## src/rtl/leaf_out_arbiter.sv

```systemverilog
`default_nettype none
// ============================================================================
// Module      : leaf_out_arbiter
// Description : Round-robin, burst-limited arbiter sharing the single
//               user-to-interface output port of a leaf among NUM_REQ
//               user-side producers. Each forwarded word is tagged with the
//               index of its source requester and held in a one-entry
//               output register so the interface sees a stable valid/data
//               pair.
// Ports       : clk_user            - only clock
//               reset               - synchronous, active-high
//               din_user2arb        - requester words, i at [i*PAYLOAD_BITS +: PAYLOAD_BITS]
//               vld_user2arb        - per-requester valid
//               ack_arb2user        - per-requester accept (one-hot or zero)
//               dout_arb2interface  - registered forwarded word
//               sel_arb2interface   - source index of dout_arb2interface
//               vld_arb2interface   - output word valid
//               ack_interface2arb   - downstream accept
// Revision    : 1.0 - initial release
// ============================================================================
module leaf_out_arbiter #(
    parameter int NUM_REQ      = 4,
    parameter int SEL_BITS     = 2,
    parameter int PAYLOAD_BITS = 32,
    parameter int BURST_LEN    = 4
) (
    input  logic                            clk_user,
    input  logic                            reset,
    input  logic [NUM_REQ*PAYLOAD_BITS-1:0] din_user2arb,
    input  logic [NUM_REQ-1:0]              vld_user2arb,
    output logic [NUM_REQ-1:0]              ack_arb2user,
    output logic [PAYLOAD_BITS-1:0]         dout_arb2interface,
    output logic [SEL_BITS-1:0]             sel_arb2interface,
    output logic                            vld_arb2interface,
    input  logic                            ack_interface2arb
);

    localparam int c_burst_bits = $clog2(BURST_LEN + 1);

    localparam logic [0:0] c_st_idle  = 1'b0;
    localparam logic [0:0] c_st_grant = 1'b1;

    localparam logic [SEL_BITS-1:0]     c_last_req   = SEL_BITS'(NUM_REQ - 1);
    localparam logic [c_burst_bits-1:0] c_burst_last = c_burst_bits'(BURST_LEN - 1);
    localparam logic [c_burst_bits-1:0] c_burst_one  = c_burst_bits'(1);

    logic [0:0]              r_state;
    logic [SEL_BITS-1:0]     r_grant;
    logic [SEL_BITS-1:0]     r_ptr;
    logic [c_burst_bits-1:0] r_burst_cnt;
    logic                    r_out_vld;
    logic [PAYLOAD_BITS-1:0] r_dout;
    logic [SEL_BITS-1:0]     r_sel;

    logic [PAYLOAD_BITS-1:0] w_din [NUM_REQ];
    logic [SEL_BITS-1:0]     w_pick_hi;
    logic [SEL_BITS-1:0]     w_pick_lo;
    logic                    w_hit_hi;
    logic [SEL_BITS-1:0]     w_pick;
    logic                    w_slot_free;
    logic                    w_grant_vld;
    logic                    w_accept;
    logic [SEL_BITS-1:0]     w_ptr_next;

    // Split the flat requester bus into one word per requester.
    for (genvar g = 0; g < NUM_REQ; g++) begin : g_unpack
        assign w_din[g] = din_user2arb[g*PAYLOAD_BITS +: PAYLOAD_BITS];
    end

    // Round-robin pick: the lowest valid index at or above ptr wins; if none,
    // the search wraps and the lowest valid index overall wins. Scanning from
    // the top down leaves the lowest qualifying index in each candidate.
    always_comb begin
        w_pick_hi = '0;
        w_pick_lo = '0;
        w_hit_hi  = 1'b0;
        for (int i = NUM_REQ - 1; i >= 0; i--) begin
            if (vld_user2arb[i]) begin
                w_pick_lo = SEL_BITS'(i);
                if (SEL_BITS'(i) >= r_ptr) begin
                    w_pick_hi = SEL_BITS'(i);
                    w_hit_hi  = 1'b1;
                end
            end
        end
        w_pick = w_hit_hi ? w_pick_hi : w_pick_lo;
    end

    // The output slot can take a word when empty or when it drains this cycle.
    assign w_slot_free = !r_out_vld || ack_interface2arb;
    assign w_grant_vld = vld_user2arb[r_grant];
    assign w_accept    = (r_state == c_st_grant) && w_grant_vld && w_slot_free;
    assign w_ptr_next  = (r_grant == c_last_req) ? '0 : r_grant + 1'b1;

    // Accept is combinational and depends only on control, never on data.
    always_comb begin
        ack_arb2user = '0;
        if (w_accept) begin
            ack_arb2user[r_grant] = 1'b1;
        end
    end

    always_ff @(posedge clk_user) begin
        if (reset) begin
            r_state     <= c_st_idle;
            r_grant     <= '0;
            r_ptr       <= '0;
            r_burst_cnt <= '0;
            r_out_vld   <= 1'b0;
            r_dout      <= '0;
            r_sel       <= '0;
        end else begin
            case (r_state)
                c_st_idle: begin
                    if (|vld_user2arb) begin
                        r_grant     <= w_pick;
                        r_burst_cnt <= '0;
                        r_state     <= c_st_grant;
                    end
                end
                default: begin
                    if (w_accept) begin
                        r_burst_cnt <= r_burst_cnt + c_burst_one;
                    end
                    // Release on a full burst or as soon as the owner drops
                    // valid; a withdrawn requester forfeits its remaining slots.
                    if (!w_grant_vld || (w_accept && (r_burst_cnt == c_burst_last))) begin
                        r_state <= c_st_idle;
                        r_ptr   <= w_ptr_next;
                    end
                end
            endcase

            // A load may coincide with a drain; the new word then simply
            // replaces the old one and valid stays high.
            if (w_accept) begin
                r_dout    <= w_din[r_grant];
                r_sel     <= r_grant;
                r_out_vld <= 1'b1;
            end else if (r_out_vld && ack_interface2arb) begin
                r_out_vld <= 1'b0;
            end
        end
    end

    assign dout_arb2interface = r_dout;
    assign sel_arb2interface  = r_sel;
    assign vld_arb2interface  = r_out_vld;

endmodule
`default_nettype wire

```

## config.mk

```make
export PLATFORM = sky130hd
export DESIGN_NAME = leaf_out_arbiter
export DESIGN_NICKNAME = d
export VERILOG_FILES = /design/src/rtl/leaf_out_arbiter.sv
export SDC_FILE = /design/constraint.sdc
export NUM_CORES = 1
export LEC_CHECK = 0
export BUFFER_PORTS_ARGS = -buffer_cell sky130_fd_sc_hd__buf_2
export CORE_MARGIN = 2
export CORE_UTILIZATION = 42
export CTS_CLUSTER_SIZE = 12
export DETAILED_ROUTE_END_ITERATION = 6
export HOLD_SLACK_MARGIN = 0.12
export PLACE_DENSITY = 0.81
export SYNTH_ARGS = -nofsm -noshare
export SYNTH_HDL_FRONTEND = slang
export SYNTH_SLANG_ARGS = --single-unit
```

## constraint.sdc

```tcl
create_clock -name clk_user -period 2.2 [get_ports clk_user]
set_input_delay 0 -clock clk_user [delete_from_list [all_inputs] [get_ports clk_user]]
set_output_delay 0 -clock clk_user [all_outputs]
set_load 0.005 [all_outputs]
```

==> impl_metrics.json <==
{
  "status": "complete, no violations",
  "finalHoldViolations": 0,
  "holdWs_ns": 0.111,
  "min_path_cells": 3,
  "worstPathRequired_ns": 2.20,
  "setup_viol": 0,
  "cts_num_sinks": 43,
  "drt-vias-per-instance": 5.32,
  "grt_pass1_vias": 2430,
  "die_h_um": 82.3,
  "die_x_um": 82.3,
  "fin_crit_sh_pct": 87.2,
  "fin_nets": 564,
  "rows": 28,
  "cts_buffers": 5,
  "cap_violations": 0,
  "syn_nets": 399,
  "postLayoutSetupSlackWorst_ns": 0.282,
  "finalClockSkew_ns": 0.00663,
  "cts-root-buf": "clkbuf_8",
  "dr.first_iter.drc_count": 106,
  "drive_gt1_share_pct": 52.8,
  "num_vias": 2653,
  "fin_cells": 499,
  "io_pins": 174,
  "grt_pass1_wl_um": 10600,
  "p_leak_nw": 1.61,
  "cp-end-kind": "output port",
  "ys_warn_count": 0,
  "antenna_found_initial": 0,
  "synthCells": 258,
  "critical_path_class": "reg -> out",
  "power_density_nw_per_um2": 525,
  "cts_buffer_depth": 2,
  "placement.io_buffers": 173,
  "peakVddDrop_mv": 0.277,
  "fin_util_pct": 60.3,
  "arrival_ns": 1.92,
  "relSlewSlack_pct": 47.6,
  "clock_latency_ns": 0.29,
  "crit_chain": "mux4_2 > and3_4 > and2_1 > buf_2",
  "start_util_pct": 43.5,
  "hp-class": "in -> reg",
  "max_freq_mhz": 521,
  "rsz0062_at_grt": "no",
  "firstDrtPassIters": 4,
  "fin_crit_ns": 1.92,
  "ys_seq_elements": 43,
  "htreeDepth": 2,
  "crit_path_max_incr_delay_ns": 0.56,
  "crit_path_start_kind": "register",
  "synth_area_um2": 2570,
  "ys_types": 33,
  "rr_worst_depth": 5,
  "crit_buf_inv": 1,
  "stdcell_area_um2": 3570,
  "overflow": 0,
  "place_area_um2": 3470,
  "pre_cts_ws_ns": 0.477,
  "wire_per_inst_um": 14.6,
  "critPathMaxFanout": 40,
  "grt_usage_pct": 20.6,
  "cts_tree": "done",
  "drc": 0,
  "coreArea_um2": 5920,
  "antennaDiodeCount": 0,
  "die_area_um2": 6770,
  "gp_congestion": 0.802,
  "total_power_mw": 1.88,
  "dpl.cell_count": 489,
  "area_growth_pct": 38.8,
  "dp_hpwl_um": 5680,
  "maxSlewViolCount": 0,
  "wirelength_um": 7300,
  "ant_nets": 0,
  "syn_area_per_cell_um2": 9.98,
  "cp.depth": 4,
  "crit_family": "multiplexers",
  "worstMarginPinSlew_ns": 0.786,
  "grt_max_degree": 45,
  "slowest_stage": "mux4_2",
  "seq_area_frac_synth_pct": 33.4,
  "path_clk_slew_ns": 0.08,
  "final.setup.tns_ns": 0
}
layout make-up:
class,instances,area (um2)
Clock buffer,6,72.6
Clock inverter,2,12.5
Fill cell,512,2350
Inverter,6,22.5
Multi-Input combinational cell,187,1560
Sequential cell,43,863
Tap cell,75,93.8
Timing Repair Buffer,180,948
cells in the mapped netlist:
master	number	area share (%)
dfxtp_1	43	33
buf_6	4	1.7
buf_1	2	0.29
a31o_2	1	0.34
nand3_2	1	0.39
o31ai_1	1	0.29
o21a_1	1	0.29
nand3b_1	1	0.29
a31oi_1	1	0.24
o21ai_0	2	0.39
o221ai_1	1	0.34
mux4_2	31	27
mux2i_1	2	0.78
and2_1	4	0.97
mux4_1	2	2.0
ha_1	6	2.9
a21boi_0	1	0.29
a21oi_1	44	8.6
a211o_1	1	0.34
clkbuf_1	7	1.0
nand2b_1	4	0.97
o21ba_2	1	0.39
a21o_1	1	0.29
and3_1	1	0.24
nand2b_4	1	0.53
inv_1	6	0.87
nand3_1	5	0.97
buf_2	6	1.2
mux2_2	1	0.44
buf_4	3	0.87
nand2_1	71	10
o41ai_1	1	0.34
and3_4	1	0.44
registers in the layout, indices dropped and copies added (netlist names):
signal	count
r_ptr	2
dout_arb2interface	32
sel_arb2interface	2
r_grant	2
r_burst_cnt	3
vld_arb2interface	1
r_state	1
cells by family after synthesis:
group	share of synthesized area, %
AOI/OAI and AO/OA	12.1
adders and majority gates	2.92
buffers and inverters	5.98
DFF	33.4
muxes	30.4
and+or+nand+nor	15.2
worst paths after layout:
check,start,endpoint,slack (ns)
setup / recovery,r_grant[0],ack_arb2user[1],0.28
hold / removal,vld_user2arb[3],r_grant[1],0.11
setup reg to reg,r_grant[0],dout_arb2interface[9],0.46
hold reg to reg,dout_arb2interface[20],dout_arb2interface[20],0.46
report_power, final:
| group | internal [mW] | total [mW] | switching, mW |
|---|---|---|---|
| clock network | 0.222 | 0.482 | 0.261 |
| logic | 0.300 | 0.533 | 0.233 |
| registers | 0.830 | 0.861 | 0.0314 |
worst reg2reg max path: stages, from the launching register on:
cell	delay [ns]
dfxtp_2	0.37
mux4_2	0.56
nand3_2	0.33
buf_12	0.20
nand2_1	0.06
a21oi_1	0.14
timing repair:
action	4_1_cts	5_1_grt
gates resized for setup	0	0
endpoints found under the setup margin	0	0
setup buffers	0	0
hold buffers	2	0
endpoints found under the hold margin	1	0
routing by layer:
| metal | up-vias | share of wire [%] | global-route usage [%] |
|---|---|---|---|
| li1 | 1260 | - | - |
| met1 | 1256 | 36 | 22.0 |
| met2 | 128 | 54 | 39.0 |
| met3 | 9 | 9.4 | 5.65 |
| met4 | 0 | 0.96 | 6.00 |
| met5 | - | 0 | 0 |
cell usage in the layout, fill, tap and decap left out, types with 2 or more instances in the layout:
cell           instances
a21oi_1               44
and2_1                 4
buf_12                 2
buf_2                173
buf_4                  3
clkbuf_8               5
dfxtp_1               41
dfxtp_2                2
dlygate4sd3_1          2
ha_1                   6
inv_1                  6
mux2i_1                2
mux4_1                 2
mux4_2                31
nand2_1               71
nand2b_1               4
nand3_1                5
o21ai_0                2
Power figures use the tool's default switching activity.
